## config.mk

```make
export PLATFORM = sky130hd
export DESIGN_NAME = button_conditioner
export DESIGN_NICKNAME = d
export VERILOG_FILES = /design/src/rtl/button_conditioner.sv
export SDC_FILE = /design/constraint.sdc
export NUM_CORES = 1
export LEC_CHECK = 0
export ABC_AREA = 1
export CAP_MARGIN = 0
export CORE_ASPECT_RATIO = 1.5
export CORE_MARGIN = 2
export CORE_UTILIZATION = 50
export CTS_CLUSTER_DIAMETER = 200
export DETAILED_ROUTE_END_ITERATION = 10
export HOLD_SLACK_MARGIN = 0.08
export PLACE_DENSITY = 0.71
export SLEW_MARGIN = 20
export SYNTH_ARGS = -nofsm -noshare
export SYNTH_HDL_FRONTEND = slang
export SYNTH_SLANG_ARGS = --single-unit
```

## constraint.sdc

```tcl
create_clock -name clk -period 1.1 [get_ports clk]
set_input_delay 0.22 -clock clk [delete_from_list [all_inputs] [get_ports clk]]
set_output_delay 0.22 -clock clk [all_outputs]
set_load 0.005 [all_outputs]
```

## src/rtl/button_conditioner.sv

```systemverilog
// Per-channel conditioning of active-low raw push buttons: 2-FF synchronizer, debounce filter,
// and an active-high debounced level with press, release and long-press strobes.
module button_conditioner #(
  parameter int N_BTN             = 3,
  parameter int DEBOUNCE_CYCLES   = 4,
  parameter int LONG_PRESS_CYCLES = 16,
  parameter int CNT_W             = 8
) (
  input  logic             clk,
  input  logic             rst,
  input  logic [N_BTN-1:0] btn_raw,
  output logic [N_BTN-1:0] btn_level,
  output logic [N_BTN-1:0] btn_press,
  output logic [N_BTN-1:0] btn_release,
  output logic [N_BTN-1:0] btn_long
);

  localparam logic [CNT_W-1:0] DEB_LAST  = CNT_W'(DEBOUNCE_CYCLES - 1);
  localparam logic [CNT_W-1:0] LONG_LAST = CNT_W'(LONG_PRESS_CYCLES - 1);
  localparam logic [CNT_W-1:0] LONG_MAX  = CNT_W'(LONG_PRESS_CYCLES);
  localparam bit               LONG_EN   = (LONG_PRESS_CYCLES != 0);

  logic [N_BTN-1:0] sync1, sync2;
  logic [N_BTN-1:0] pressed_sync;
  logic [N_BTN-1:0] prev_level;
  logic [CNT_W-1:0] deb_cnt  [N_BTN];
  logic [CNT_W-1:0] hold_cnt [N_BTN];

  assign pressed_sync = ~sync2;

  always_ff @(posedge clk or negedge rst) begin
    if (!rst) begin
      sync1      <= '1;
      sync2      <= '1;
      btn_level  <= '0;
      prev_level <= '0;
      for (int i = 0; i < N_BTN; i++) begin
        deb_cnt[i]  <= '0;
        hold_cnt[i] <= '0;
      end
    end else begin
      sync1      <= btn_raw;
      sync2      <= sync1;
      prev_level <= btn_level;
      for (int i = 0; i < N_BTN; i++) begin
        // Any cycle agreeing with the accepted level restarts the stability count.
        if (pressed_sync[i] != btn_level[i]) begin
          if (deb_cnt[i] == DEB_LAST) begin
            btn_level[i] <= pressed_sync[i];
            deb_cnt[i]   <= '0;
          end else begin
            deb_cnt[i] <= deb_cnt[i] + CNT_W'(1);
          end
        end else begin
          deb_cnt[i] <= '0;
        end

        if (!btn_level[i]) begin
          hold_cnt[i] <= '0;
        end else if (hold_cnt[i] != LONG_MAX) begin
          hold_cnt[i] <= hold_cnt[i] + CNT_W'(1);
        end
      end
    end
  end

  assign btn_press   = btn_level & ~prev_level;
  assign btn_release = ~btn_level & prev_level;

  // hold_cnt is 0 during the press cycle, so it equals L-1 while the L-th high cycle is counted.
  always_comb begin
    btn_long = '0;
    for (int i = 0; i < N_BTN; i++) begin
      btn_long[i] = LONG_EN && btn_level[i] && (hold_cnt[i] == LONG_LAST);
    end
  end

endmodule

```

# Word-level counts from Yosys, hierarchy flattened
# Index checks and enable logic that the tools add are counted.
# W data, S select, Z words.
dict set report word_totals {
  reg_bits 60
  output_inout_bits 12
  elab_cells 56
}
dict set report op_classes {
  n_eq_ne 15
  reduce_logical 6
  bitwise 5
  n_addsub 6
  n_mux 12
}
# operator n
set ops {}
lappend ops {{$mux W8} 12}
lappend ops {{$add A8 B1 Y8 const B} 6}
lappend ops {{$eq A8 B2 Y1 const B} 3}
lappend ops {{$eq A8 B4 Y1 const B} 3}
lappend ops {{$ne A8 B5 Y1 const B} 3}
lappend ops {{$not A3 Y3} 3}
lappend ops {{$and A3 B3 Y3} 2}
lappend ops {{$ne A2 B1 Y1 const B} 3}
lappend ops {{$reduce_and A2 Y1} 3}
lappend ops {{$logic_and A1 B1 Y1} 3}
lappend ops {{$ne A1 B1 Y1} 3}

# Depth between registers and ports, before layout
# Gate-level depths: netlist (run 1).
dict set report depth {
  ltp_word 3
  depth_mapped 7
}

# Worst setup path after synthesis (run 1)
# OpenSTA, ideal clock, no wires.
dict set report synth_timing {
  path_type {register -> register}
  startpoint {reg hold_cnt[0] (netlist name)}
  endpoint {reg hold_cnt[0] (netlist name)}
  slack_ps -16
  required_ps 982
  setup_time_ps 118
  period_less_slack_ps 1116
  n_path_buf 0
  arrival_ps 998
  path_stages_with_launch 8
  cell_sequence {dfrtp_1 -> inv_1 -> ha_1 -> nand2_1 -> nor2_1 -> nand2_1 -> nand3_1 -> nand2_1}
}
dict set report synth_between {
  elab_chain_len 3
  word_cells_on_any_way 5
  cone_classes {add/sub (1); eq/ne (2); mux (2)}
}
# item line
set synth_rtl {}
lappend synth_rtl {{start: declaration} 27} ;# logic [CNT_W-1:0] hold_cnt [N_BTN];
lappend synth_rtl {{start signal: indexed assignment} 61} ;# hold_cnt[i] <= hold_cnt[i] + CNT_W'(1);
lappend synth_rtl {{$add A8 B1 Y8} 61}
lappend synth_rtl {{$mux W8} 60} ;# end else if (hold_cnt[i] != LONG_MAX) begin
lappend synth_rtl {{$mux W8} 58} ;# if (!btn_level[i]) begin
# Several ways; a longest one is shown, not always the timed one. The select of a mux whose other input is x is not followed.
# A chain may end at the register's enable or synchronous reset.

# Worst setup path after layout (run 1)
dict set report layout_timing {
  startpoint {reg hold_cnt[17] (netlist name)}
  endpoint {out btn_long[0]}
}
dict set report layout_between {
  elab_chain_len 2
}
# item line
set layout_rtl {}
lappend layout_rtl {{$eq A8 B4 Y1} 74} ;# btn_long[i] = LONG_EN && btn_level[i] && (hold_cnt[i] == LONG_LAST);
lappend layout_rtl {{$logic_and A1 B1 Y1} 74}
lappend layout_rtl {{end: declaration} 15} ;# output logic [N_BTN-1:0] btn_long
# No other way between the ends.

==> impl_metrics.csv, run 1 <==
group,metric,value,unit
sta,slew_headroom,78.7,%
synthesis,syn_area,3060,um2
floorplanning,die_x,67.9,um
global_route,grtUsageTotal,24.0,%
critical_path,start_kind,"register",
synthesis,synth_edf_count,0,
clock_network,cts_max_level,3,
run,cap_violations,0,
route,drc,0,
route,routed-via-count,2993,
worst_hold_path,worst_hold_path_type,"input port to register",
critical_path,cp.required,880,ps
global_route,grt_use_met2,44.1,%
synthesis,yosysSeqAreaShare,49.3,%
layout,layout-drive-gt1-share,49.1,%
synthesis,synth.top_cell.area_share,44.2,%
route,wl_per_cell,14.8,um
floorplanning,rows,34,
sta,drv_slew,0,
global_route,met3_usage,6.05,%
global_route,met1_usage,25.0,%
critical_path,path_class,"register to primary output",
critical_path,worstPathMaxFanout,2,
synthesis,netlist_instances,396,
sta,fin_crit,1510,ps
power_and_ir_drop,swShare,35.9,%
power_and_ir_drop,pwr-share-seq,30.1,%
synthesis,synth.distinct_cells,20,
floorplanning,start_util,52.1,%
floorplanning,dieArea,6770,um2
route,dr.first_iter.drc_count,153,
sta,hold_viol_final,0,
clock_network,insertion_delay,360,ps
global_route,antenna_found_initial,0,
floorplanning,coreArea,5870,um2
power_and_ir_drop,leakage,2.27,nW
synthesis,synth_common_cells,"105 x nand2_1, 68 x nor2_1, 54 x dfrtp_1, 54 x inv_1, 33 x nand3_1",
power_and_ir_drop,intPower,6.15,mW
placement,dpl.hpwl,4460,um
synthesis,ys_ff_latch,60,
sta,min_period_over_period,137,%
run_status,status,"complete, but fails checks",
critical_path,worstPathArrival,1290,ps
power_and_ir_drop,combPwrFrac,48.1,%
global_route,grt.busiest_layer,"met2",
layout,fin_util,82.9,%
route,drt-pass1-iter-count,4,
synthesis,synth_fp_nets,413,
power_and_ir_drop,clockPowerShare,21.8,%
synthesis,synth_area_leaders,"dfrtp_1 44%, nand2_1 13%, nor2_1 8.3%",
layout,diodes,0,
sta,rsz0062_at_grt,"yes",
route,final_antenna_net_count,0,
floorplanning,ios,17,
synthesis,async_flop_share,100,%
layout,synthToLayoutAreaGrowth,59.0,%
placement,io_buffer_count,16,
clock_network,clock-root-buffer,"clkbuf_8",
floorplanning,die_height,99.8,um
global_route,grt_start_max_net_pins,61,
clock_network,cts.reportedPaths.clkPinSlew,80,ps
sta,fin_hold_ws,276,ps
power_and_ir_drop,powerDensity,1970,nW/um2
sta,fin_skew,16.3,ps
synthesis,ys.flop_type,"dfrtp_1",
synthesis,yosysWarnings,0,
power_and_ir_drop,ir_drop,0.00155,V
power_and_ir_drop,power_switching,3.44,mW
critical_path,endpoint_kind,"primary output",
clock_network,cts_tree,"yes",
route,routed_wl,8730,um
placement,gp_congestion,0.810,
sta,fmax,664,MHz
global_route,grt_pass1_vias,2878,
sta,setup_violations,52,
sta,tightest_slew,320,ps
synthesis,yosysMostFrequentCell,"nand2_1",
synthesis,syn_avg_cell_area,7.73,um2
global_route,grt_pass1_wl,12200,um
sta,layout_setup_ws,-406,ps
clock_network,ctsLongestPathBuffers,2,
layout,fillCellCount,301,
layout,fin_nets,529,
synthesis,yosysTopAreaCell,"dfrtp_1",
run_status,violations,"setup timing",
global_route,grt.overflow.total,0,
clock_network,cts_buffers,9,
clock_network,clock_sinks,60,
route,vias_per_cell,5.08,
per-layer routing:
metal / vias up / wire [um]
li1: 1446 / -
met1: 1441 / 3090
met2: 65 / 4950
met3: 41 / 282
met4: 0 / 412
met5: - / 0
layout by cell type, fill, tap and decap left out, drive strengths merged, types with 3 or more instances in the layout:
cell and count:
xnor2 7, nor2 71, ha 12, a21oi 17, clkbuf 12, nand3 33, nand2 106, dfstp 6
nor3 3, buf 104, clkdlybuf4s50 3, o21ai 7, nand4 6, dfrtp 54, xor2 7, inv 63
path summary, 6_finish.rpt:
check / to / cells past startpoint / slack (ps) / start
worst min register to register: sync2[1] / 0 / 360 / sync1[1]
worst max-delay path: btn_long[0] / 4 / -410 / hold_cnt[17]
worst max register to register: hold_cnt[1] / 9 / -320 / hold_cnt[1]
worst min-delay path: sync1[2] / 1 / 280 / btn_raw[2]
min in group asynchronous: btn_level[2] / 3 / 400 / rst
max in group asynchronous: sync2[0] / 3 / 380 / rst
critical path: stages (launching register included):
cell and delay (ps):
dfrtp_1 360, ha_2 210, nand3_2 90, nor3_2 150, buf_2 130
through the flow:
step / cell area [um2] / total power, mW / cells / worst slack, ps / setup TNS [ps]
finish: 4860 / 9.59 / 589 / -406 / -6340
global route: 4860 / 10.1 / 589 / -501 / -9520
detailed placement: 3790 / 5.47 / 545 / -429 / -5500
CTS: 4350 / 8.38 / 578 / -386 / -5100
global placement: 3790 / 5.35 / 545 / -413 / -4560
floorplan: 3060 / 4.09 / 396 / 3.55 / 0
state kept, by name (all words and copies together) (netlist names):
name        flops
hold_cnt       24
prev_level      3
sync1           3
btn_level       3
sync2           3
deb_cnt        24
cell type report:
cell class / instances / area [um2] / share of cell area [%]
clock inverter: 4 / 47.5 / 0.977
sequential: 60 / 1510 / 31.1
tap: 72 / 90.1 / 1.85
clock buffer: 12 / 155 / 3.19
multi-input combinational: 270 / 1850 / 38.0
timing repair buffer: 108 / 943 / 19.4
inverter: 63 / 267 / 5.48
power groups by stage:
| stage | clock network (mW) | logic, mW | registers, mW |
|---|---|---|---|
| CTS | 2.06 | 3.50 | 2.82 |
| detailed placement | 0 | 2.59 | 2.88 |
| finish | 2.09 | 4.62 | 2.88 |
| global route | 2.20 | 5.00 | 2.92 |
| global placement | 0 | 2.49 | 2.86 |
| floorplan | 0 | 1.21 | 2.89 |
cell families after synthesis:
kind of cell / Yosys count / share of synthesized area (%)
AOI/OAI and AO/OA: 24 / 3.93
xor gates and xnor gates: 14 / 4.25
adders and majority gates: 12 / 4.91
buffers and inverters: 66 / 8.22
DFF: 60 / 49.3
and+or+nand+nor: 220 / 29.4
what timing repair did:
| item | 4_1_cts | 5_1_grt |
|---|---|---|
| buffers inserted | 20 | 15 |
| hold endpoints to repair | 54 | 0 |
| hold buffers | 1 | 0 |
| pin swaps | 39 | 56 |
| resized for setup | 117 | 127 |
| setup endpoints to repair | 49 | 60 |
Note: power is estimated with default switching activity, not from simulation.
==> inputs of run 2 (changes only) <==
CORE_MARGIN = 10   (was 2)
CORE_UTILIZATION = 54   (was 50)
PLACE_DENSITY = 0.76   (was 0.71)
==> impl_metrics.csv, run 2 (synthesized netlist as in run 1, its figures left out) <==
group,metric,value,unit
critical_path,worst_path_max_delay_cell,"dfrtp_1",
critical_path,start_kind,"register",
floorplanning,start_util,55.7,%
global_route,grt_start_max_net_pins,61,
sta,tightest_slew,329,ps
route,vias_per_cell,5.37,
sta,slew_headroom,78.1,%
clock_network,ctsLongestPathBuffers,2,
run_status,violations,"setup timing",
floorplanning,die_height,112,um
route,drc,0,
run,cap_violations,0,
sta,fmax,666,MHz
power_and_ir_drop,power,9.80,mW
placement,place_inst,537,
sta,fin_hold_ws,281,ps
global_route,grt.overflow.total,0,
clock_network,cts_buffers,9,
placement,io_buffer_count,16,
floorplanning,dieArea,9140,um2
placement,placed_area,3740,um2
clock_network,clock_sinks,60,
floorplanning,coreArea,5490,um2
power_and_ir_drop,ir_drop,0.00242,V
critical_path,cpPeakStageDelay,440,ps
layout,fin_nets,518,
layout,final_cells,576,
power_and_ir_drop,powerDensity,2060,nW/um2
clock_network,cts.reportedPaths.clkPinSlew,70,ps
sta,hold_viol_final,0,
sta,fin_skew,9.20,ps
placement,dpl.hpwl,4760,um
floorplanning,ios,17,
sta,rsz0062_at_grt,"yes",
sta,setup_tns,-7590,ps
critical_path,path_cells,"ha_4, nand3_2, nor3_2, buf_2",
worst_hold_path,worst_hold_path_type,"input port to register",
global_route,grt_pass1_wl,12700,um
route,routed-via-count,3091,
layout,synthToLayoutAreaGrowth,55.2,%
clock_network,clock-root-buffer,"clkbuf_8",
clock_network,insertion_delay,340,ps
layout,diodes,0,
clock_network,cts_tree,"yes",
critical_path,endpoint_kind,"primary output",
placement,gp_congestion,0.835,
route,dr.first_iter.drc_count,159,
route,wl_per_cell,16.6,um
route,final_antenna_net_count,0,
floorplanning,rows,33,
global_route,grtUsageTotal,17.4,%
layout,layout-drive-gt1-share,46.4,%
route,routed_wl,9530,um
layout,reg_top3,"deb_cnt: 24 flops, hold_cnt: 24 flops",
clock_network,cts_max_level,3,
layout,fillCellCount,256,
global_route,grt_pass1_vias,3032,
layout,most-common-layout-cells,"81 x nand2_1, 51 x dfrtp_1, 49 x buf_4",
route,drt-pass1-iter-count,6,
critical_path,cp.required,880,ps
layout,design_area,4750,um2
sta,min_period_over_period,136,%
sta,layout_setup_ws,-401,ps
layout,layout_commonest_cell,"nand2_1",
sta,setup_violations,52,
critical_path,worstPathArrival,1280,ps
floorplanning,die_x,81.5,um
sta,fin_crit,1500,ps
power_and_ir_drop,leakage,2.21,nW
critical_path,worstPathMaxFanout,2,
critical_path,path_class,"register to primary output",
run_status,status,"complete, but fails checks",
global_route,antenna_found_initial,0,
sta,drv_slew,0,
[run 2: cell count changes in the layout (fill, tap and decap cells not counted), sizes merged]
cell    change
bufinv      +1
buf        -11
clkinv      -1
[run 2: area by class of cell]
class | instances | area [um2] | share of cell area (%)
Clock buffer | 12 | 145 | 3.06
Clock inverter | 4 | 72.6 | 1.53
Inverter | 63 | 259 | 5.45
Multi-Input combinational cell | 270 | 1810 | 38.2
Sequential cell | 60 | 1510 | 31.9
Tap cell | 70 | 87.6 | 1.84
Timing Repair Buffer | 97 | 860 | 18.1
[run 2: worst paths after layout]
check	from	endpoint	slack (ps)	cells past startpoint
max reg2reg	hold_cnt[0]	hold_cnt[0]	-330	9
min in group asynchronous	rst	deb_cnt[7]	400	3
min reg2reg	sync1[0]	sync2[0]	360	0
max in group asynchronous	rst	sync2[1]	370	3
min	btn_raw[0]	sync1[0]	280	1
max	hold_cnt[1]	btn_long[2]	-400	4
[run 2: what timing repair did]
action,4_1_cts,5_1_grt
endpoints found under the setup margin,47,62
hold buffers,1,0
pin swaps,37,44
gates resized for setup,106,128
buffers inserted,16,17
endpoints found under the hold margin,54,0
[run 2: per-layer routing]
metal  track usage [%]  share of wire [%]  vias up
li1                  -                  -     1429
met1              16.0                 33     1501
met2              33.4                 57      107
met3              4.39                4.0       54
met4              7.65                5.9        0
met5                 0                  0        -
[run 2: worst max-delay path: cells and delay by family (launching register included)]
| family | cells | cell delay (ps) |
|---|---|---|
| adder cells (fa/ha/maj) | 1 | 180 |
| flip-flops | 1 | 440 |
| AND/OR/NAND/NOR | 2 | 180 |
| buffers and inverters | 1 | 130 |
[run 2: power breakdown]
part / leakage, nW / internal, mW / switching [mW]
combinational: 1.31 / 2.34 / 2.28
sequential: 0.794 / 2.55 / 0.376
clock: 0.107 / 1.34 / 0.911
[run 2: through the flow]
step | utilization (%) | setup slack [ps]
floorplan | - | 3.55
global placement | 68.1 | -447
detailed placement | 68.1 | -476
CTS | 77.6 | -343
global route | 86.5 | -446
finish | 86.5 | -401
